## src/rtl/memory_requester_pkg.sv

```systemverilog
// Shared types and constants for the PDP-8 memory requester.
// Contents:
//   word_t           12-bit PDP-8 word
//   mem_op_t         op codes presented by the core
//   req_state_t      requester FSM states
//   INSTRUCTION_FETCH / DATA_READ   read_type encodings seen by memory_controller
//   AUTO_INDEX_LO/HI                auto-index pointer window (0o010..0o017)
//   is_auto_index()                 window test on a word address
package memory_requester_pkg;

    typedef logic [11:0] word_t;

    typedef enum logic [1:0] {
        OP_FETCH    = 2'd0,
        OP_READ     = 2'd1,
        OP_WRITE    = 2'd2,
        OP_INDIRECT = 2'd3
    } mem_op_t;

    typedef enum logic [2:0] {
        IDLE     = 3'd0,
        ISSUE    = 3'd1,
        WAIT     = 3'd2,
        AI_ISSUE = 3'd3,
        AI_WAIT  = 3'd4,
        RESP     = 3'd5
    } req_state_t;

    localparam logic INSTRUCTION_FETCH = 1'b1;
    localparam logic DATA_READ         = 1'b0;

    localparam word_t AUTO_INDEX_LO = 12'o010;
    localparam word_t AUTO_INDEX_HI = 12'o017;

    function automatic logic is_auto_index(input word_t a);
        return (a >= AUTO_INDEX_LO) && (a <= AUTO_INDEX_HI);
    endfunction

endpackage

```

## src/rtl/memory_requester_timeout_counter.sv

```systemverilog
// Cycle counter used to bound the wait for mem_finished.
// Ports:
//   clk      in  system clock
//   rst      in  synchronous active-high reset
//   clear    in  zero the count (asserted while a request pulse is issued)
//   enable   in  count one more waited cycle
//   expired  out count has reached TIMEOUT_CYCLES; holds until cleared
module mem_timeout_counter #(
    parameter int TIMEOUT_CYCLES = 16
) (
    input  logic clk,
    input  logic rst,
    input  logic clear,
    input  logic enable,
    output logic expired
);
    localparam int CW = $clog2(TIMEOUT_CYCLES + 1);

    logic [CW-1:0] count;

    assign expired = (count == CW'(TIMEOUT_CYCLES));

    always_ff @(posedge clk) begin
        if (rst || clear) begin
            count <= '0;
        end else if (enable && !expired) begin
            count <= count + CW'(1);
        end
    end

endmodule

```

## src/rtl/memory_requester.sv

```systemverilog
// CPU-side initiator on the main bus. Takes one memory op at a time from the
// core, issues a single-cycle read/write enable pulse, waits for mem_finished
// and returns the result. Auto-index indirection (pointer at 0o010..0o017)
// reads the pointer, pre-increments it and writes it back before responding.
// Ports:
//   clk, rst                 clock, synchronous active-high reset
//   address, write_data      bus address / write word (registered, held per op)
//   read_enable, write_enable single-cycle bus request pulses
//   read_data, mem_finished  bus response from memory_controller
//   read_type                INSTRUCTION_FETCH for fetches, DATA_READ otherwise
//   req_valid/ready/op/addr/wdata   request handshake from the core
//   resp_valid/data/err      one-cycle completion pulse; data/err hold afterwards
module memory_requester
    import memory_requester_pkg::*;
#(
    parameter int TIMEOUT_CYCLES = 16
) (
    input  logic        clk,
    input  logic        rst,
    output logic [11:0] address,
    output logic [11:0] write_data,
    output logic        read_enable,
    output logic        write_enable,
    input  logic [11:0] read_data,
    input  logic        mem_finished,
    output logic        read_type,
    input  logic        req_valid,
    output logic        req_ready,
    input  logic [1:0]  req_op,
    input  logic [11:0] req_addr,
    input  logic [11:0] req_wdata,
    output logic        resp_valid,
    output logic [11:0] resp_data,
    output logic        resp_err
);

    req_state_t state, state_nxt;
    mem_op_t    op;
    logic       tmo_clear, tmo_en, tmo_expired;
    logic       auto_idx;

    // address holds the op address for the whole op, so it doubles as the
    // pointer location for the auto-index write-back.
    assign auto_idx = is_auto_index(address);

    mem_timeout_counter #(.TIMEOUT_CYCLES(TIMEOUT_CYCLES)) u_tmo (
        .clk     (clk),
        .rst     (rst),
        .clear   (tmo_clear),
        .enable  (tmo_en),
        .expired (tmo_expired)
    );

    always_comb begin
        state_nxt    = state;
        req_ready    = 1'b0;
        resp_valid   = 1'b0;
        read_enable  = 1'b0;
        write_enable = 1'b0;
        tmo_clear    = 1'b0;
        tmo_en       = 1'b0;
        case (state)
            IDLE: begin
                req_ready = 1'b1;
                if (req_valid) state_nxt = ISSUE;
            end
            ISSUE: begin
                // The responder triggers on every enabled cycle, so the
                // enable is only ever up for this one cycle.
                read_enable  = (op != OP_WRITE);
                write_enable = (op == OP_WRITE);
                tmo_clear    = 1'b1;
                state_nxt    = WAIT;
            end
            WAIT: begin
                if (mem_finished) begin
                    state_nxt = (op == OP_INDIRECT && auto_idx) ? AI_ISSUE : RESP;
                end else if (tmo_expired) begin
                    state_nxt = RESP;
                end else begin
                    tmo_en = 1'b1;
                end
            end
            AI_ISSUE: begin
                write_enable = 1'b1;
                tmo_clear    = 1'b1;
                state_nxt    = AI_WAIT;
            end
            AI_WAIT: begin
                if (mem_finished || tmo_expired) begin
                    state_nxt = RESP;
                end else begin
                    tmo_en = 1'b1;
                end
            end
            RESP: begin
                resp_valid = 1'b1;
                state_nxt  = IDLE;
            end
            default: state_nxt = IDLE;
        endcase
    end

    always_ff @(posedge clk) begin
        if (rst) begin
            state      <= IDLE;
            op         <= OP_READ;
            address    <= '0;
            write_data <= '0;
            read_type  <= DATA_READ;
            resp_data  <= '0;
            resp_err   <= 1'b0;
        end else begin
            state <= state_nxt;
            case (state)
                IDLE: begin
                    if (req_valid) begin
                        op        <= mem_op_t'(req_op);
                        address   <= req_addr;
                        read_type <= (req_op == OP_FETCH) ? INSTRUCTION_FETCH : DATA_READ;
                        if (req_op == OP_WRITE) write_data <= req_wdata;
                    end
                end
                WAIT: begin
                    if (mem_finished) begin
                        resp_err <= 1'b0;
                        case (op)
                            OP_WRITE: resp_data <= write_data;
                            OP_INDIRECT: begin
                                // Pre-incremented pointer goes out as the
                                // write-back data; 12-bit add wraps 0o7777->0.
                                if (auto_idx) write_data <= read_data + 12'd1;
                                else          resp_data  <= read_data;
                            end
                            default: resp_data <= read_data;
                        endcase
                    end else if (tmo_expired) begin
                        resp_data <= '0;
                        resp_err  <= 1'b1;
                    end
                end
                AI_WAIT: begin
                    if (mem_finished) begin
                        resp_data <= write_data;
                        resp_err  <= 1'b0;
                    end else if (tmo_expired) begin
                        resp_data <= '0;
                        resp_err  <= 1'b1;
                    end
                end
                default: ;
            endcase
        end
    end

endmodule

```

## config.mk

```make
export PLATFORM = sky130hd
export DESIGN_NAME = memory_requester
export DESIGN_NICKNAME = d
export VERILOG_FILES = /design/src/rtl/memory_requester_pkg.sv /design/src/rtl/memory_requester_timeout_counter.sv /design/src/rtl/memory_requester.sv
export SDC_FILE = /design/constraint.sdc
export NUM_CORES = 1
export LEC_CHECK = 0
export ABC_CLOCK_PERIOD_IN_PS = 1800
export CAP_MARGIN = 20
export CORE_ASPECT_RATIO = 0.7
export CORE_MARGIN = 2
export CORE_UTILIZATION = 41
export DETAILED_ROUTE_END_ITERATION = 16
export MAX_ROUTING_LAYER = met4
export PLACE_DENSITY_LB_ADDON = 0.1
export SYNTH_ARGS = -nofsm -noshare
export SYNTH_HDL_FRONTEND = slang
export SYNTH_SLANG_ARGS = --single-unit
```

## constraint.sdc

```tcl
create_clock -name clk -period 1.8 [get_ports clk]
set_input_delay 0.27 -clock clk [delete_from_list [all_inputs] [get_ports clk]]
set_output_delay 0.27 -clock clk [all_outputs]
set_load 0.01 [all_outputs]
```

### Word-level counts from Yosys, hierarchy flattened

Cells that the tools add are included.

| word-level totals | value |
|---|---|
| bits in registers | 48 |
| bits in latches | 0 |
| memory bits (writable) | 0 |
| memory bits (read-only) | 0 |
| input port bits | 42 |
| output and inout port bits | 42 |
| word-level logic and storage cells | 78 |
| memories kept | 0 |

| operators by class | value |
|---|---|
| $add $sub $neg | 2 |
| multipliers | 0 |
| div/mod/pow operators | 0 |
| order comparisons | 2 |
| equal/unequal tests | 18 |
| shift-type cells | 0 |
| multiplexer cells | 30 |
| bitwise operators | 0 |
| reductions and logical operators | 18 |

Operator list:

| operator | count |
|---|---|
| two-way mux 12 bit | 9 |
| case mux 12 bit (2 select lines) | 3 |
| two-way mux 3 bit | 5 |
| case mux 3 bit (5 select lines) | 1 |
| != test 2 bit, second input constant | 7 |
| adder 12 x 1 -> 12 bit, second input constant | 1 |
| greater-or-equal comparator 12 x 4 -> 1 bit, second input constant | 1 |
| less-or-equal comparator 12 x 4 -> 1 bit, second input constant | 1 |
| two-way mux 1 bit | 10 |
| equality test 2 bit, second input constant | 3 |
| equality test 3 x 2 -> 1 bit, second input constant | 2 |
| equality test 3 bit, second input constant | 2 |
| AND reduction 2 bit | 3 |
| AND reduction 6 bit | 1 |
| nonzero test 2 bit | 3 |
| adder 5 x 1 -> 5 bit, second input constant | 1 |
| equality test 5 bit, second input constant | 1 |
| != test 4 bit, second input constant | 1 |
| case mux 1 bit (2 select lines) | 2 |
| OR reduction 2 bit | 2 |
| equality test 3 x 1 -> 1 bit, second input constant | 1 |
| logical AND 1 bit | 3 |
| logical NOT 3 bit | 1 |
| != test 3 bit, second input constant | 1 |
| other kinds (4) | 5 |

### Logic depth before layout (Yosys ltp)

| depth | value |
|---|---|
| depth in word-level cells | 6 |
| depth in mapped cells | 7 |

### Hierarchy

A second synthesis with hierarchy kept.

| unflattened totals | value |
|---|---|
| cells, all modules | 334 |
| area total of the unflattened synthesis | 2,786.4 um2 |

By module, submodules not included:

| module | times used | cells an instance | area an instance (um2) |
|---|---|---|---|
| memory_requester | 1 | 305 | 2,504.9 |
| mem_timeout_counter | 1 | 29 | 281.5 |

### Least setup slack after synthesis

Ideal clock, no wire load.

| timing | value |
|---|---|
| kind | register to register |
| start | reg state[2] |
| end | reg write_data[3] |
| setup time | 0.121 ns |
| arrival | 1.646 ns |
| setup slack | 0.032 ns |
| cell stages (with the launch flop) | 6 |
| buffers on the path | 2 |
| cell sequence | dfxtp_1 buf_6 or4_1 a21bo_4 buf_6 mux2_4 |

| on the way | value |
|---|---|
| cells in the longest elaborated chain, start to end | 3 |
| elaborated cells between the ends (all ways) | 10 |

RTL lines:

| item | RTL line | text |
|---|---|---|
| from (decl) | memory_requester.sv:37 | `req_state_t state, state_nxt;` |
| from (signal assigned) | memory_requester.sv:114 | `state <= state_nxt;` |
| equality test 3 x 2 -> 1 bit or logical NOT 3 bit (tied branches) | memory_requester.sv:115 | `case (state)` |
| != test 2 bit (no line) or nonzero test 2 bit (tied branches) | -- |  |
| AND reduction 6 bit (no line) | -- |  |
| to (signal assigned) | memory_requester.sv:121 | `if (req_op == OP_WRITE) write_data <= req_wdata;` |
| to (signal assigned) | memory_requester.sv:132 | `if (auto_idx) write_data <= read_data + 12'd1;` |
| to (decl) | memory_requester.sv:21 | `output logic [11:0] write_data,` |

Several ways; a longest one is shown, not always the timed one.
A chain may end at the register's enable or synchronous reset.

### Final worst setup path

| timing | value |
|---|---|
| start | reg u_tmo.count[1] |
| end | reg u_tmo.count[2] |

| on the way | value |
|---|---|
| cells in the longest elaborated chain, start to end | 5 |
| elaborated cells between the ends (all ways) | 9 |

RTL lines:

| item | RTL line | text |
|---|---|---|
| from (decl) | memory_requester_timeout_counter.sv:19 | `logic [CW-1:0] count;` |
| from (signal assigned) | memory_requester_timeout_counter.sv:27 | `count <= count + CW'(1);` |
| equality test 5 bit | memory_requester_timeout_counter.sv:21 | `assign expired = (count == CW'(TIMEOUT_CYCLES));` |
| two-way mux 1 bit or logical OR 1 bit (tied branches) | memory_requester.sv:78, memory_requester.sv:90 |  |
| two-way mux 1 bit (on tied branches) | memory_requester.sv:76, memory_requester.sv:90 |  |
| case mux 1 bit (2 select lines) | memory_requester.sv:62 | `case (state)` |
| logical AND 1 bit | memory_requester_timeout_counter.sv:26 | `end else if (enable && !expired) begin` |

Several ways; a longest one is shown, not always the timed one.

==> impl_metrics.env <==
export IMPL_outcome="finished clean"
export IMPL_syn_avg_cell_area_sq_um=9.01
export IMPL_cts_sinks=48
export IMPL_boundaryPins=84
export IMPL_crit_chain="inv_2, ha_4, nor4bb_4, or4_4, or3_1, a21oi_2"
export IMPL_worst_pin_slew_ns=0.667
export IMPL_p_per_area_mw_per_mm2=796
export IMPL_cts_tree="built"
export IMPL_drt_iter0_markers=99
export IMPL_max_freq_mhz=569
export IMPL_multi_input_area_sq_mm=0.00151
export IMPL_clk_path_buf_depth=2
export IMPL_yosysSeqAreaShare_pct=37.8
export IMPL_instances_no_fill=480
export IMPL_path_max_fanout=4
export IMPL_hpwl_um=5570
export IMPL_min_period_ns=1.76
export IMPL_r2r_start="u_tmo.count[1]"
export IMPL_dieWidth_um=98.1
export IMPL_finalSetupViolCount=0
export IMPL_dieArea_sq_mm=0.00685
export IMPL_ys_types=50
export IMPL_fin_util_pct=67.1
export IMPL_nets=449
export IMPL_antenna_found_initial=0
export IMPL_ys_ff_latch=48
export IMPL_placedCellCount=472
export IMPL_grt_max_degree=24
export IMPL_cts_clk_slew_worst_paths_ns=0.09
export IMPL_core_sq_mm=0.00584
export IMPL_layout_worst_path_cycle_share_pct=97.6
export IMPL_antenna_left=0
export IMPL_cp_arrival_ns=2.00
export IMPL_fillers=496
export IMPL_drc=0
export IMPL_clock_latency_ns=0.31
export IMPL_hold_class="in2reg"
export IMPL_wl_per_cell_um=15.3
export IMPL_rsz0062_at_grt="yes"
export IMPL_synth_edf_count=0
export IMPL_start_util_pct=43.5
export IMPL_viasPerCell=5.15
export IMPL_final_seq_area_sq_um=970
export IMPL_insertedDiodeCount=0
export IMPL_grt_usage_pct=22.5
export IMPL_synthArstFlopShare_pct=0
export IMPL_placed_area_sq_mm=0.00376
export IMPL_syn_area_sq_mm=0.00254
export IMPL_grt_ovfl_total=0
export IMPL_synth_warnings=0
export IMPL_num_rows=23
export IMPL_slowest_stage="or4_4"
export IMPL_hold_start="read_data[1]"
export IMPL_synthFlopType="dfxtp_1"
export IMPL_grt_pass1_vias=2434
export IMPL_cp_end_kind="flip-flop"
export IMPL_clkPwrFrac_pct=25.4
export IMPL_grt_pass1_wl_um=12100
export IMPL_firstDrtPassIters=4
export IMPL_p_switching_uw=955
export IMPL_mostFrequentLayoutCells="clkdlybuf4s50_1 (77), buf_4 (48), nand2_1 (43), dfxtp_1 (43), a21oi_1 (22)"
export IMPL_path_class="reg2reg"
export IMPL_power_leakage_nw=1.59
export IMPL_wl_um=7340
export IMPL_p_int_mw=2.16
export IMPL_synth_nets=327
export IMPL_port_buffers=83
export IMPL_syn_inst=282
export IMPL_slew_violations=0
export IMPL_synthToLayoutAreaGrowth_pct=54.2
export IMPL_layout_commonest_cell="clkdlybuf4s50_1"
export IMPL_slowest_delay_ns=0.54
export IMPL_route_vias_total=2471
export IMPL_peakVddDrop_uv=437
export IMPL_globalplace_congestion=0.938
export IMPL_die_h_um=69.9
export IMPL_hold_viol=0
export IMPL_fin_area_sq_mm=0.00392
export IMPL_power_frac_comb_pct=34.3
export IMPL_cts_buffers=5
export IMPL_swShare_pct=30.6
export IMPL_fin_skew_ns=0.00672
export IMPL_p_seq_share_pct=40.3
export IMPL_required_ns=2.04
export IMPL_layout_drive_gt1_share_pct=22.7
export IMPL_power_mw=3.12
export IMPL_cts_root_buf="clkbuf_8"
export IMPL_htreeDepth=2
export IMPL_cap_violations=0
export IMPL_start_kind="flip-flop"
export IMPL_slew_headroom_pct=55.1
export IMPL_cts_hold_buffers=0
export IMPL_startpoint="u_tmo.count[1]"
-- per-stage QoR --
stage	hold slack (ns)	setup slack (ns)	TNS, ns
after floorplan	0.367	0.0323	0
after global placement	0.442	-0.228	-2.88
after detailed placement	0.450	-0.272	-3.45
after CTS	0.465	0.0400	0
after global routing	0.423	-0.0405	-0.0405
final	0.397	0.0430	0
-- state kept, by name (all words and copies together), names as in the netlist --
| signal | cells |
|---|---|
| address | 12 |
| resp_data | 12 |
| write_data | 12 |
| u_tmo.count | 5 |
| state | 3 |
| op | 2 |
| read_type | 1 |
| resp_err | 1 |
-- worst paths after layout --
check | end | slack, ns | depth (start not counted)
max reg2reg | u_tmo.count[2] | 0.04 | 6
min reg2reg | address[1] | 0.46 | 2
max | u_tmo.count[2] | 0.04 | 6
min | resp_data[1] | 0.40 | 3
-- cells by family (layout without fill, tap and decap cells) --
logic type,after synthesis,in the layout,synth area share [%]
AND/OR/NAND/NOR,106,106,24.3
AO/OA/AOI/OAI,69,69,19.1
flip-flops,48,48,37.8
multiplexers,25,25,10.4
buffers and inverters,25,148,4.87
XOR/XNOR,6,6,2.07
adder cells (fa/ha/maj),3,3,1.48
-- cell usage after synthesis, types with 2 or more instances --
cell	instances	area (sq um)
a32o_1	2	20.0
o211ai_1	3	22.5
a21oi_1	24	120
nor4_1	4	25.0
o31ai_1	2	15.0
inv_1	8	30.0
clkbuf_1	6	22.5
nand3b_1	2	15.0
nand4_1	4	25.0
or4_1	4	30.0
mux2_2	3	33.8
nand2_1	43	161
o2bb2ai_1	12	105
nor2b_1	7	43.8
o21ai_0	12	60.1
xor2_1	3	26.3
or3_1	6	37.5
dfxtp_1	48	961
nor2_1	13	48.8
mux2i_1	20	200
a31oi_1	2	12.5
buf_2	6	30.0
buf_6	3	33.8
nor4b_4	2	47.6
nand4_4	2	42.5
xnor2_1	3	26.3
buf_1	2	7.51
ha_1	3	37.5
a31o_2	6	52.6
mux2_4	2	30.0
nand3_1	6	30.0
-- power by group through the flow --
| stage | clock (mW) | sequential, mW | combinational, mW |
|---|---|---|---|
| after floorplan | 0 | 1.29 | 0.501 |
| after global placement | 0 | 1.27 | 1.05 |
| after detailed placement | 0 | 1.27 | 1.06 |
| after CTS | 0.805 | 1.25 | 1.06 |
| after global routing | 0.850 | 1.27 | 1.16 |
| final | 0.793 | 1.26 | 1.07 |
-- critical path, delay by kind of cell, from the launching register on --
family,cells,cell delay (ns)
AO/OA/AOI/OAI,1,0.11
adder cells (fa/ha/maj),1,0.14
buffers and inverters,1,0.04
flip-flops,1,0.34
AND/OR/NAND/NOR,3,1.06
-- area by class of cell --
type	count	share of cell area, %
inverters	8	0.766
clock inverters	2	0.894
well taps	75	2.39
clock buffers	6	1.85
multi-input cells	209	38.4
flip-flops and latches	48	24.7
repair buffers	132	30.9
-- layer usage --
| metal | track usage (%) | vias to the layer above | wire length, um |
|---|---|---|---|
| met5 | - | - | 0 |
| met4 | 4.63 | 0 | 50 |
| met3 | 4.80 | 4 | 413 |
| met2 | 31.7 | 63 | 3060 |
| met1 | 33.1 | 1135 | 3810 |
| li1 | - | 1269 | - |
-- repair_timing --
action / CTS / global route
pin swaps: 0 / 5
resized for setup: 10 / 15
setup endpoints to repair: 4 / 21
buffers inserted: 0 / 0
Power figures use the tool's default switching activity.
